$ cat config.mk
export PLATFORM = sky130hd
export DESIGN_NAME = seq_alu
export DESIGN_NICKNAME = d
export VERILOG_FILES = /design/src/rtl/seq_alu.sv
export SDC_FILE = /design/constraint.sdc
export NUM_CORES = 1
export LEC_CHECK = 0
export ABC_AREA = 1
export ABC_CLOCK_PERIOD_IN_PS = 3100
export BUFFER_PORTS_ARGS = -buffer_cell sky130_fd_sc_hd__buf_2
export CORE_MARGIN = 8
export CORE_UTILIZATION = 40
export CTS_CLUSTER_DIAMETER = 150
export DETAILED_ROUTE_END_ITERATION = 6
export GPL_TIMING_DRIVEN = 0
export PLACE_DENSITY_LB_ADDON = 0.3
export SLEW_MARGIN = 25
export SYNTH_ARGS = -nofsm -noshare
export SYNTH_HDL_FRONTEND = slang
export SYNTH_SLANG_ARGS = --single-unit
$ cat constraint.sdc
create_clock -name clk -period 3.1 [get_ports clk]
set_input_delay 0.155 -clock clk [delete_from_list [all_inputs] [get_ports clk]]
set_output_delay 0.155 -clock clk [all_outputs]
set_load 0.02 [all_outputs]
$ cat src/rtl/seq_alu.sv
// Registered ALU for the 8051-style datapath: single-cycle logic/arith ops plus
// iterative shift-add MUL and restoring DIV that hold busy for WIDTH cycles.
module seq_alu #(
    parameter int WIDTH = 8,
    parameter int CNT_W = $clog2(WIDTH) + 1
) (
    input  logic             clk,
    input  logic             rst,
    input  logic             start,
    input  logic [4:0]       alu_op,
    input  logic [WIDTH-1:0] a_data,
    input  logic [WIDTH-1:0] b_data,
    input  logic             c_in,
    output logic             busy,
    output logic             done,
    output logic [WIDTH-1:0] ans,
    output logic [WIDTH-1:0] ans_hi,
    output logic             c_out,
    output logic             ac_out,
    output logic             ov_out
);

    localparam logic [4:0] OP_ADD  = 5'h00, OP_ADDC = 5'h01, OP_INC  = 5'h02,
                           OP_DEC  = 5'h03, OP_SUBB = 5'h04, OP_MUL  = 5'h05,
                           OP_DIV  = 5'h06, OP_DA   = 5'h07, OP_ANL  = 5'h08,
                           OP_ORL  = 5'h09, OP_XRL  = 5'h0A, OP_SETB = 5'h0B,
                           OP_CLR  = 5'h0C, OP_CPL  = 5'h0D, OP_RL   = 5'h0E,
                           OP_RLC  = 5'h0F, OP_RR   = 5'h10, OP_RRC  = 5'h11,
                           OP_SWAP = 5'h12;

    typedef enum logic [1:0] {ST_IDLE, ST_MUL, ST_DIV} state_t;

    state_t           state;
    logic [WIDTH-1:0] opnd;   // multiplicand for MUL, divisor for DIV
    logic [WIDTH-1:0] hi;
    logic [WIDTH-1:0] lo;
    logic [CNT_W-1:0] cnt;

    logic [WIDTH:0]   ax, bx, add_r, sub_r;
    logic             add_ci;
    logic [7:0]       da_a, da_r;
    logic [8:0]       da_t1;
    logic             da_lo_adj, da_hi_adj;
    logic [WIDTH-1:0] s_ans;
    logic             s_c, s_ac, s_ov;

    always_comb begin
        ax        = {1'b0, a_data};
        bx        = {1'b0, b_data};
        add_ci    = (alu_op == OP_ADDC) && c_in;
        add_r     = ax + bx + {{WIDTH{1'b0}}, add_ci};
        sub_r     = ax - bx - {{WIDTH{1'b0}}, c_in};
        da_a      = 8'(a_data);
        da_lo_adj = (da_a[3:0] > 4'd9) || ac_out;
        da_t1     = {1'b0, da_a} + (da_lo_adj ? 9'd6 : 9'd0);
        da_hi_adj = (da_t1[7:4] > 4'd9) || c_in || da_t1[8];
        da_r      = da_t1[7:0] + (da_hi_adj ? 8'h60 : 8'h00);

        s_ans = '0;
        s_c   = c_out;
        s_ac  = ac_out;
        s_ov  = ov_out;
        case (alu_op)
            OP_ADD, OP_ADDC: begin
                s_ans = add_r[WIDTH-1:0];
                s_c   = add_r[WIDTH];
                // carry into bit 4 / into MSB recovered from sum ^ operands
                s_ac  = add_r[4] ^ ax[4] ^ bx[4];
                s_ov  = add_r[WIDTH] ^ add_r[WIDTH-1] ^ ax[WIDTH-1] ^ bx[WIDTH-1];
            end
            OP_SUBB: begin
                s_ans = sub_r[WIDTH-1:0];
                s_c   = sub_r[WIDTH];
                s_ac  = sub_r[4] ^ ax[4] ^ bx[4];
                s_ov  = (a_data[WIDTH-1] != b_data[WIDTH-1]) &&
                        (sub_r[WIDTH-1] != a_data[WIDTH-1]);
            end
            OP_INC:  s_ans = a_data + WIDTH'(1);
            OP_DEC:  s_ans = a_data - WIDTH'(1);
            OP_DA: begin
                if (WIDTH == 8) begin
                    s_ans = WIDTH'(da_r);
                    s_c   = da_hi_adj;
                end
            end
            OP_ANL:  s_ans = a_data & b_data;
            OP_ORL:  s_ans = a_data | b_data;
            OP_XRL:  s_ans = a_data ^ b_data;
            OP_SETB: s_ans = WIDTH'(1);
            OP_CLR:  s_ans = '0;
            OP_CPL:  s_ans = ~a_data;
            OP_RL:   s_ans = {a_data[WIDTH-2:0], a_data[WIDTH-1]};
            OP_RLC: begin
                s_ans = {a_data[WIDTH-2:0], c_in};
                s_c   = a_data[WIDTH-1];
            end
            OP_RR:   s_ans = {a_data[0], a_data[WIDTH-1:1]};
            OP_RRC: begin
                s_ans = {c_in, a_data[WIDTH-1:1]};
                s_c   = a_data[0];
            end
            OP_SWAP: s_ans = {a_data[WIDTH/2-1:0], a_data[WIDTH-1:WIDTH/2]};
            default: ;
        endcase
    end

    logic [WIDTH:0]   mul_sum, r_sh, r_diff;
    logic             q_bit;
    logic [WIDTH-1:0] hi_n, lo_n;
    logic             last;

    always_comb begin
        mul_sum = {1'b0, hi} + (lo[0] ? {1'b0, opnd} : '0);
        r_sh    = {hi, lo[WIDTH-1]};
        r_diff  = r_sh - {1'b0, opnd};
        q_bit   = ~r_diff[WIDTH];
        if (state == ST_DIV) begin
            hi_n = q_bit ? r_diff[WIDTH-1:0] : r_sh[WIDTH-1:0];
            lo_n = {lo[WIDTH-2:0], q_bit};
        end else begin
            hi_n = mul_sum[WIDTH:1];
            lo_n = {mul_sum[0], lo[WIDTH-1:1]};
        end
        last = (cnt == CNT_W'(WIDTH - 1));
    end

    always_ff @(posedge clk or posedge rst) begin
        if (rst) begin
            state  <= ST_IDLE;
            opnd   <= '0;
            hi     <= '0;
            lo     <= '0;
            cnt    <= '0;
            busy   <= 1'b0;
            done   <= 1'b0;
            ans    <= '0;
            ans_hi <= '0;
            c_out  <= 1'b0;
            ac_out <= 1'b0;
            ov_out <= 1'b0;
        end else begin
            done <= 1'b0;
            case (state)
                ST_IDLE: begin
                    if (start) begin
                        if (alu_op == OP_MUL || alu_op == OP_DIV) begin
                            opnd  <= (alu_op == OP_MUL) ? a_data : b_data;
                            lo    <= (alu_op == OP_MUL) ? b_data : a_data;
                            hi    <= '0;
                            cnt   <= '0;
                            busy  <= 1'b1;
                            state <= (alu_op == OP_MUL) ? ST_MUL : ST_DIV;
                        end else begin
                            ans    <= s_ans;
                            ans_hi <= '0;
                            c_out  <= s_c;
                            ac_out <= s_ac;
                            ov_out <= s_ov;
                            done   <= 1'b1;
                        end
                    end
                end
                ST_MUL, ST_DIV: begin
                    hi  <= hi_n;
                    lo  <= lo_n;
                    cnt <= cnt + CNT_W'(1);
                    if (last) begin
                        ans    <= lo_n;
                        ans_hi <= hi_n;
                        c_out  <= 1'b0;
                        ov_out <= (state == ST_MUL) ? (|hi_n) : ~(|opnd);
                        busy   <= 1'b0;
                        done   <= 1'b1;
                        state  <= ST_IDLE;
                    end
                end
                default: state <= ST_IDLE;
            endcase
        end
    end

endmodule

## Word-level counts from Yosys, hierarchy flattened

Cells that the tools add are included.

| cells by class | value |
|---|---|
| add/sub/neg operators | 11 |
| multiply operators | 0 |
| div/mod/pow operators | 0 |
| order comparisons | 2 |
| eq/ne operators | 28 |
| shift-type cells | 0 |
| mux-type cells | 50 |
| bitwise operators | 14 |
| reductions and logical operators | 22 |

Operators by type and width:

| operator | number |
|---|---|
| $mux 8 | 16 |
| $pmux 8 s15 | 1 |
| $pmux 8 s2 | 4 |
| $eq 5x4->1 const B | 7 |
| $eq 5x3->1 const B | 4 |
| $add 8x8->9 | 2 |
| $reduce_or 8->1 | 2 |
| $eq 5x5->1 const B | 3 |
| $mux 1 | 12 |
| $pmux 1 s2 | 6 |
| $reduce_and 4->1 | 3 |
| $eq 5x2->1 const B | 2 |
| $reduce_and 5->1 | 2 |
| $add 8x3->9 | 1 |
| $add 9x1->9 | 1 |
| $reduce_and 3->1 | 3 |
| $sub 8x8->9 | 1 |
| $sub 9x1->9 | 1 |
| $sub 9x8->9 | 1 |
| $add 8x1->8 const B | 1 |
| $add 8x7->8 | 1 |
| $and 8x8->8 | 1 |
| $gt 4x4->1 const B | 2 |
| $mux 2 | 4 |
| 27 further kinds | 46 |

| word-level totals | value |
|---|---|
| register bits | 51 |
| bits in latches | 0 |
| RAM bits | 0 |
| bits in read-only memories | 0 |
| input port bits | 25 |
| output and inout port bits | 21 |
| logic and storage cells | 139 |
| memories kept | 0 |

## Logic depth before layout (Yosys ltp)

Gate-level depths: netlist (run 1).

| depth | value |
|---|---|
| depth in word-level cells | 13 |
| depth in mapped cells | 22 |
| depth with buffers taken out | 22 |

## Worst setup path after synthesis (run 1)

No wires, ideal clock.

| timing | value |
|---|---|
| kind | register -> register |
| from | register ac_out |
| to | register ans[6] |
| setup time | 0.123 ns |
| data arrival time | 3.142 ns |
| required time | 2.977 ns |
| slack | -0.166 ns |
| stages on the path, launching flop included | 20 |
| path buffers | 0 |
| period minus slack after synthesis | 3.266 ns |
| cell sequence | dfrtp_1 -> nor2_1 -> inv_1 -> ha_1 -> inv_1 -> fa_1 -> nor2_1 -> nand2_1 -> xor2_1 -> inv_1 -> o21ai_0 -> o311ai_1 -> ha_1 -> fa_1 -> nand2_1 -> o2111ai_1 -> nor2_1 -> nand4_1 -> a21boi_0 -> o21ai_1 |

| between the ends | value |
|---|---|
| cells in the longest elaborated chain, start to end | 12 |

RTL lines:

| what | RTL line | source |
|---|---|---|
| start, declared | 19 | `output logic ac_out,` |
| start signal, assigned | 139 | `ac_out <= 1'b0;` |
| start signal, assigned | 157 | `ac_out <= s_ac;` |
| $logic_or 1x1->1 * | 54 | `da_lo_adj = (da_a[3:0] > 4'd9) \|\| ac_out;` |
| $mux 3 * | 55 | `da_t1 = {1'b0, da_a} + (da_lo_adj ? 9'd6 : 9'd0);` |
| $add 8x3->9 * | 55 |  |
| $gt 4x4->1 | 56 | `da_hi_adj = (da_t1[7:4] > 4'd9) \|\| c_in \|\| da_t1[8];` |
| $logic_or 1x1->1 (2 in a row) | 56 |  |
| $mux 7 | 57 | `da_r = da_t1[7:0] + (da_hi_adj ? 8'h60 : 8'h00);` |
| $add 8x7->8 * | 57 |  |
| $pmux 8 s15 * | 63 | `case (alu_op)` |
| $mux 8 * | 146 | `if (alu_op == OP_MUL \|\| alu_op == OP_DIV) begin` |
| $mux 8 * | 145 | `if (start) begin` |
| $pmux 8 s2 * | 143 | `case (state)` |
| end signal, assigned | 154 | `ans <= s_ans;` |
| end signal, assigned | 168 | `ans <= lo_n;` |
| end, declared | 16 | `output logic [WIDTH-1:0] ans,` |

Mark *: on every way between the ends. The rest lies on a longest branch, timed or not. The select of a mux whose other input is x is not followed.
A chain may end at the register's enable or synchronous reset.

## Worst setup path after layout (run 1)

Ends and elaborated chain as after synthesis.

==> run metrics, run 1 <==
nature of the critical path endpoint flop; clock group share of total power between 10% and 20%; endpoints failing setup 1; signed area change from the synthesized netlist to the final layout 14.0%; remaining global-route overflow 0; largest net degree at the start of global routing 52; antenna violations before repair 0; Die H around 140 um; warning count from the yosys run 0; fraction of the cycle the final worst path needs 105%; EDFF count, synth 0; GRT met3 Usage approximately 2.6%; Routed WL per cell roughly 16 um; cell with the largest stage delay on the worst path sky130_fd_sc_hd__dfrtp_2; worst skew pair latency about 300 ps; highest-utilization routing layer at the global route stage met2; Core Area 0.0139 mm^2; share of Yosys cell area claimed by the top area cell type roughly 22%; Synth Net Count between 900 and 1000; Crit Reg-Reg Endpoint ans[6]$_DFFE_PP0P_; Peak VDD IR 0.000384 V; residual DRC count 0; fin area approximately 0.0065 mm^2; met2 GRT Util between 30 and 40%; ratio of cells with drive above 1 in the final layout around 14%; worst hold start start; FFs w/ async S/R, synth 100%; Crit path buffers/inverters 2; GR Util All Layers 19.5%; Setup CP Type reg -> reg; fraction of the yosys area taken by sequential cells between 20% and 30%; worst setup margin -146 ps; cells along the critical path nor2_4 > inv_2 > ha_1 > nand2_1 > nand2_1 > nand2_1 > nor2_2 > nand2_2 > xor2_1 > inv_1 > o21ai_2 > o311ai_2 > ha_2 > fa_2 > nand2_1 > o2111ai_1 > nor2_1 > nand4_1 > a21boi_1 > o21ai_1; met1 global-route usage around a quarter; worst clock skew between 5 and 6 ps; Cells on Worst Hold Path 3; Max Slew Vio Count 0; class of the most critical hold timing path in -> reg; transition time at the pin with the least slew margin approximately 630 ps; number of nets in the layout around 1000; leading register cell type out of synthesis sky130_fd_sc_hd__dfrtp_1; CP dominant cell by count sky130_fd_sc_hd__nand2_1; arrival time at the worst endpoint between 3000 and 4000 ps; leading cell types by count after synthesis sky130_fd_sc_hd__nand2_1 (201), sky130_fd_sc_hd__inv_1 (123), sky130_fd_sc_hd__nor2_1 (64), sky130_fd_sc_hd__ha_1 (60), sky130_fd_sc_hd__o21ai_0 (57); first-pass GRT wire length about 29 mm; number of failing hold endpoints at the final stage 0; number of distinct library cells after synthesis between 40 and 50; cell area after placement between 0.006 and 0.007 mm^2; via count of the first global-routing pass 5534; HPWL reported at the end of detailed placement about 14 mm; number of DRC violations after detailed-routing iteration 0 a little over 500; Initial DRT Pass Iterations 5; worst-case register-to-register setup slack -150 ps; Initial Utilization 41.0%; # IOs 46; final antenna diode count 0; total power divided by cell area roughly 710 mW/mm^2; portion of total power attributed to combinational logic 61.8%; cell count after synthesis between 800 and 900; unrepaired setup endpoints after global routing true; number of clock sinks seen by CTS 51; max frequency between 300 and 400 MHz; TritonCTS clock tree yes; Mapped Area between 0.005 and 0.006 mm^2; Data required, critical path roughly 3300 ps; worst slew slack as a fraction of its limit around 58%; leading post-synthesis cells by cell area sky130_fd_sc_hd__dfrtp_1 (22%), sky130_fd_sc_hd__nand2_1 (13%), sky130_fd_sc_hd__ha_1 (13%); most used standard cell by instance count after synthesis sky130_fd_sc_hd__nand2_1; worst hold path endpoint done$_DFF_PP0_; number of register bits inferred by synthesis 51; critical path launch point type flop; maximum fanout along the worst path 2; maximum clock path buffer count 2; Clk Tree Root Cell sky130_fd_sc_hd__clkbuf_16; antenna-violating nets left 0; Worst Reg2Reg Path Length in Cells 20; fin util 46.7%; vias after detailed routing 5907; Total Neg Setup Slack -146 ps; sequential share of power between 20% and 30%; vias per cell 5.41; internal power component roughly 2300 uW; count of maximum capacitance violations 0; PnR Total Power about 4600 uW; Post-Place Worst Slack -825 ps; number of standard-cell rows in the floorplan 43; launch point of the worst reg-to-reg path ac_out$_DFFE_PP0P_; standby leakage power 0.00336 uW; final weighted congestion of routability-driven global placement approximately 0.97; Switching Fraction between 40% and 50%; CTS buffer count 5; die span in x about 140 um; family with the most delay on the worst path adder cells; number of H-tree levels 2; Post-Syn Area per Cell approximately 6.7 um^2; net switching power of the design 2300 uW; area of the die 0.0183 mm^2; Port Buffer Count 45; slowest stage delay, CP ~440 ps; run status complete, but fails checks; leading area contributor after synthesis sky130_fd_sc_hd__dfrtp_1; post-CTS clock slew at the launch and capture registers of the worst setup and hold paths around 70 ps; violations in the final reports setup timing; total routed wirelength about 18 mm; final critical delay including setup and external delays approximately 3200 ps
## sequential cells by signal, summed over array words and instances (netlist names), 2 cells and up
signal,cells
ans,8
opnd,8
ans_hi,8
state,2
lo,8
hi,8
cnt,4
## layer usage
| layer | wire (um) | share of wire (%) | up-vias |
|---|---|---|---|
| li1 | - | - | 2943 |
| met1 | 8390 | 47 | 2763 |
| met2 | 7980 | 45 | 165 |
| met3 | 897 | 5.0 | 36 |
| met4 | 600 | 3.4 | 0 |
| met5 | 0 | 0 | - |
## kinds of logic (layout without fill, tap and decap cells)
| logic type | Yosys count | after routing | share of synthesized area [%] |
|---|---|---|---|
| AO/OA/AOI/OAI | 183 | 183 | 19.1 |
| XOR/XNOR | 17 | 17 | 2.62 |
| adder cells (fa/ha/maj) | 69 | 69 | 16.4 |
| AND/OR/NAND/NOR | 378 | 378 | 29.1 |
| flip-flops | 51 | 51 | 22.4 |
| buffers and inverters | 148 | 213 | 10.1 |
| multiplexers | 1 | 1 | 0.198 |
## through the flow
| step | hold WS, ps | std cells |
|---|---|---|
| 2_1_floorplan | 311 | 847 |
| 3_3_place_gp | 465 | 1072 |
| 3_5_place_dp | 295 | 1072 |
| 4_1_cts | 190 | 1089 |
| 5_1_grt | 222 | 1092 |
| 6_report | 187 | 1092 |
## cell type report
class | count | area (um^2)
repair buffers | 57 | 327
well taps | 180 | 225
clock buffers | 7 | 153
clock inverters | 1 | 7.51
plain buffers | 17 | 85.1
inverters | 131 | 502
fillers | 1485 | 7400
flip-flops and latches | 51 | 1280
multi-input cells | 648 | 3910
## power groups by stage
stage	clock, uW	combinational, uW	sequential, uW
floorplan	0	1940	1260
finish	599	2840	1160
global placement	0	2740	1170
CTS	601	2840	1160
detailed placement	0	2760	1180
global route	623	3220	1190
## worst max path at each step
stage	startpoint	to	slack [ps]	cells past startpoint
6_report	ac_out$_DFFE_PP0P_	ans[6]$_DFFE_PP0P_	-150	20
5_1_grt	ac_out$_DFFE_PP0P_	ans[6]$_DFFE_PP0P_	-330	19
4_1_cts	ac_out$_DFFE_PP0P_	ans[6]$_DFFE_PP0P_	-140	19
3_5_place_dp	a_data[1]	ans[6]$_DFFE_PP0P_	-820	21
3_3_place_gp	a_data[1]	ans[6]$_DFFE_PP0P_	-800	22
2_1_floorplan	ac_out$_DFFE_PP0P_	ans[6]$_DFFE_PP0P_	10	19
## tightest hold or removal path: stages
cell                      delay, ps
sky130_fd_sc_hd__buf_2          120
sky130_fd_sc_hd__nand2_2         90
sky130_fd_sc_hd__a21oi_1         70
## repair_timing
item	CTS	global route
resized for setup	15	3
endpoints found under the setup margin	3	3
pin swaps	11	9
buffers inserted	8	3
endpoints found under the hold margin	51	0
hold buffers	1	0
## cells in the final DEF, fill, tap and decap left out, types with 3 or more instances in the layout
master                         n
sky130_fd_sc_hd__a21boi_0      3
sky130_fd_sc_hd__a21boi_1      3
sky130_fd_sc_hd__a21oi_1      53
sky130_fd_sc_hd__a221oi_1      5
sky130_fd_sc_hd__a22oi_1       3
sky130_fd_sc_hd__a31oi_1       7
sky130_fd_sc_hd__buf_2        51
sky130_fd_sc_hd__buf_4        13
sky130_fd_sc_hd__clkbuf_1      7
sky130_fd_sc_hd__clkbuf_16     5
sky130_fd_sc_hd__clkinvlp_4    3
sky130_fd_sc_hd__dfrtp_1      50
sky130_fd_sc_hd__fa_1          7
sky130_fd_sc_hd__ha_1         58
sky130_fd_sc_hd__inv_1       118
sky130_fd_sc_hd__inv_2        10
sky130_fd_sc_hd__nand2_1     199
sky130_fd_sc_hd__nand2_2      11
sky130_fd_sc_hd__nand2_4       3
sky130_fd_sc_hd__nand3_1      56
sky130_fd_sc_hd__nand3_2       3
sky130_fd_sc_hd__nand3b_1      3
sky130_fd_sc_hd__nand4_1      10
sky130_fd_sc_hd__nor2_1       61
sky130_fd_sc_hd__nor2_2        6
sky130_fd_sc_hd__nor3_1       10
sky130_fd_sc_hd__nor4_1        4
sky130_fd_sc_hd__o2111ai_1     4
sky130_fd_sc_hd__o211ai_1      8
sky130_fd_sc_hd__o21ai_0      56
sky130_fd_sc_hd__o21ai_1      10
sky130_fd_sc_hd__o221ai_1      3
sky130_fd_sc_hd__o22ai_1      12
sky130_fd_sc_hd__or2_2         6
sky130_fd_sc_hd__xnor2_1       5
sky130_fd_sc_hd__xor2_1       11
Note: power is estimated with default switching activity, not from simulation.
==> run 2: changes to the inputs <==
--- a/config.mk
+++ b/config.mk
@@ -5,7 +5,7 @@
 export SDC_FILE = /design/constraint.sdc
 export NUM_CORES = 1
 export LEC_CHECK = 0
-export ABC_AREA = 1
+export ABC_AREA = 0
 export ABC_CLOCK_PERIOD_IN_PS = 3100
 export BUFFER_PORTS_ARGS = -buffer_cell sky130_fd_sc_hd__buf_2
 export CORE_MARGIN = 8
==> run metrics, run 2 <==
run status complete, but fails checks; violations in the final reports setup timing; Port Buffer Count 43 (-4.4%); signed area change from the synthesized netlist to the final layout 16.4%; antenna-violating nets left 0 (unchanged); worst slew slack as a fraction of its limit 28.0% (-29 points); cell area after placement 0.00613 mm^2 (-0.63%); final weighted congestion of routability-driven global placement 1.00 (+3.2%); Crit path buffers/inverters 1 (-1); Core Area 0.0138 mm^2 (-0.39%); commonest non-fill, non-tap cells in the layout sky130_fd_sc_hd__nand2_1 (82), sky130_fd_sc_hd__o21ai_0 (57), sky130_fd_sc_hd__ha_1 (56); fraction of the cycle the final worst path needs 113% (+8.4 points); arrival time at the worst endpoint 3670 ps (+240 ps); class of the most critical hold timing path in -> reg; standby leakage power 0.00299 uW (-11%); fin area 0.00657 mm^2 (+1.3%); number of standard-cell rows in the floorplan 43 (unchanged); EDFF count, synth 0 (unchanged); warning count from the yosys run 0 (unchanged); max frequency 285 MHz (-7.5%); Post-Syn Area per Cell 8.04 um^2 (+20%); post-CTS clock slew at the launch and capture registers of the worst setup and hold paths 80 ps (about the same); number of register bits inferred by synthesis 51 (unchanged); nature of the critical path endpoint flop; remaining global-route overflow 0 (unchanged); ratio of cells with drive above 1 in the final layout 17.1% (+2.6 points); endpoints failing setup 2 (+1); number of distinct library cells after synthesis 69 (+41%); family with the most delay on the worst path adder cells; largest net degree at the start of global routing 52 (unchanged); CTS buffer count 5 (unchanged); area of the die 0.0182 mm^2 (-0.72%); total power divided by cell area 704 mW/mm^2 (-0.81%); number of clock sinks seen by CTS 51 (unchanged); cell count after synthesis 702 (-17%); clock group share of total power 12.4% (-0.6 points); TritonCTS clock tree yes; critical path launch point type flop; worst setup margin -407 ps (-261 ps); leading post-synthesis cells by cell area sky130_fd_sc_hd__dfrtp_1 (23%), sky130_fd_sc_hd__ha_1 (13%), sky130_fd_sc_hd__nand2_1 (5.5%); count of maximum capacitance violations 0 (unchanged); maximum fanout along the worst path 3 (+1); antenna violations before repair 0 (unchanged); Routed WL per cell 19.2 um (+17%); Initial Utilization 40.8% (-0.18 points); commonest non-fill, non-tap cell in the layout sky130_fd_sc_hd__nand2_1; maximum clock path buffer count 2 (unchanged); vias after detailed routing 5595 (-5.3%); FFs w/ async S/R, synth 100% (unchanged); worst clock skew 12.0 ps (+6.48 ps); # IOs 46 (unchanged); number of failing hold endpoints at the final stage 0 (unchanged); sequential share of power 25.2% (about the same); residual DRC count 0 (unchanged); first-pass GRT wire length 28.7 mm (-0.14%); Switching Fraction 46.9% (-3.0 points); internal power component 2460 uW (+6.6%); die span in x 135 um (-0.36%); Max Slew Vio Count 0 (unchanged); Synth Net Count 796 (-15%); Setup CP Type reg -> reg; portion of total power attributed to combinational logic 62.5% (+0.7 points); unrepaired setup endpoints after global routing true; transition time at the pin with the least slew margin 1080 ps (+445 ps); leading cell types by count after synthesis sky130_fd_sc_hd__nand2_1 (83), sky130_fd_sc_hd__ha_1 (60), sky130_fd_sc_hd__o21ai_0 (60); Peak VDD IR 0.000363 V (-5.4%); leading area contributor after synthesis sky130_fd_sc_hd__dfrtp_1; slowest stage delay, CP 410 ps (-30 ps); vias per cell 5.91 (+9.2%); GR Util All Layers 19.7% (+0.23 points); fraction of the yosys area taken by sequential cells 22.6% (+0.18 points); most used standard cell by instance count after synthesis sky130_fd_sc_hd__nand2_1; final antenna diode count 0 (unchanged); total routed wirelength 18.1 mm (+1.5%); net switching power of the design 2170 uW (-5.6%); Data required, critical path 3260 ps (-20 ps); Mapped Area 0.00564 mm^2 (-0.81%); Initial DRT Pass Iterations 7 (+2); via count of the first global-routing pass 5265 (-4.9%); number of H-tree levels 2 (unchanged); Die H 135 um (-0.36%); share of Yosys cell area claimed by the top area cell type 22.6% (+0.18 points); cells along the critical path nand2b_4 > ha_4 > inv_2 > fa_2 > nor4_4 > nor3_2 > a311o_1 > ha_2 > fa_2 > xor2_1 > xnor2_1 > a221oi_1 > o21ai_1 > a221oi_1 > a21oi_1; number of nets in the layout 860 (-14%); final worst hold slack 241 ps (+53.7 ps); cell with the largest stage delay on the worst path sky130_fd_sc_hd__fa_2; leading register cell type out of synthesis sky130_fd_sc_hd__dfrtp_1; number of DRC violations after detailed-routing iteration 0 620 (+22%); final critical delay including setup and external delays 3510 ps (+261 ps); worst skew pair latency 300 ps (about the same); Clk Tree Root Cell sky130_fd_sc_hd__clkbuf_16; HPWL reported at the end of detailed placement 14.0 mm (-0.82%)
[run 2: cell type report]
type | instances | area, um^2
plain buffers | 31 | 126
clock inverters | 3 | 28.8
well taps | 180 | 225
multi-input cells | 565 | 4240
flip-flops and latches | 51 | 1280
fillers | 1371 | 7260
clock buffers | 5 | 125
repair buffers | 61 | 353
inverters | 51 | 194
[run 2: worst reg2reg max path, cell delays in order, from the launching register on]
cell and delay [ps]:
sky130_fd_sc_hd__dfrtp_2 380, sky130_fd_sc_hd__nand2b_4 150, sky130_fd_sc_hd__ha_4 140, sky130_fd_sc_hd__inv_2 40, sky130_fd_sc_hd__fa_2 410, sky130_fd_sc_hd__nor4_4 270
sky130_fd_sc_hd__nor3_2 70, sky130_fd_sc_hd__a311o_1 300, sky130_fd_sc_hd__ha_2 200, sky130_fd_sc_hd__fa_2 330, sky130_fd_sc_hd__xor2_1 170, sky130_fd_sc_hd__xnor2_1 150
sky130_fd_sc_hd__a221oi_1 240, sky130_fd_sc_hd__o21ai_1 170, sky130_fd_sc_hd__a221oi_1 260, sky130_fd_sc_hd__a21oi_1 100
[run 2: metrics by stage]
step                      power [uW]  worst slack (ps)  cells  TNS, ps  utilization [%]
after floorplan                 3000              -167    702     -251                -
after global placement          3690             -1030    925    -6080             44.3
after detailed placement        3700             -1040    925    -6170             44.3
after CTS                       4320              -356    939     -873             46.1
after global routing            4980              -601    947    -1100             47.5
final                           4620              -407    947     -647             47.5
[run 2: final timing paths]
path | start | to | slack, ps | cells past startpoint
max | ac_out$_DFFE_PP0P_ | ans[7]$_DFFE_PP0P_ | -410 | 15
min | b_data[1] | opnd[1]$_DFFE_PP0P_ | 240 | 3
max reg2reg | ac_out$_DFFE_PP0P_ | ans[7]$_DFFE_PP0P_ | -410 | 15
min reg2reg | ans[1]$_DFFE_PP0P_ | ans[1]$_DFFE_PP0P_ | 480 | 2
max in group asynchronous | rst | lo[0]$_DFFE_PP0P_ | 2150 | 3
min in group asynchronous | rst | ans[4]$_DFFE_PP0P_ | 500 | 3
[run 2: cells by family after synthesis]
group	share of synthesized area, %
xor+xnor	6.30
simple gates	17.7
compound gates	24.0
fa+ha+maj	16.5
buf+inv	5.77
mux	7.14
flops	22.6
[run 2: power by group through the flow]
| stage | clock network, uW | registers (uW) | logic [uW] |
|---|---|---|---|
| floorplan | 0 | 1220 | 1780 |
| global placement | 0 | 1170 | 2520 |
| detailed placement | 0 | 1170 | 2530 |
| CTS | 583 | 1160 | 2580 |
| global route | 613 | 1200 | 3160 |
| finish | 572 | 1160 | 2890 |
[run 2: per-layer routing]
layer | vias to the layer above | global-route usage [%] | wire length, um
li1 | 2659 | - | -
met1 | 2633 | 27.0 | 8020
met2 | 253 | 30.8 | 8240
met3 | 50 | 1.56 | 1090
met4 | 0 | 9.17 | 789
met5 | - | 0 | 0
[run 2: repair_timing]
| action | CTS | global route |
|---|---|---|
| pin swaps | 0 | 12 |
| hold buffers | 1 | 0 |
| resized for setup | 8 | 30 |
| setup endpoints to repair | 10 | 13 |
| setup buffers | 5 | 12 |
| endpoints found under the hold margin | 51 | 0 |
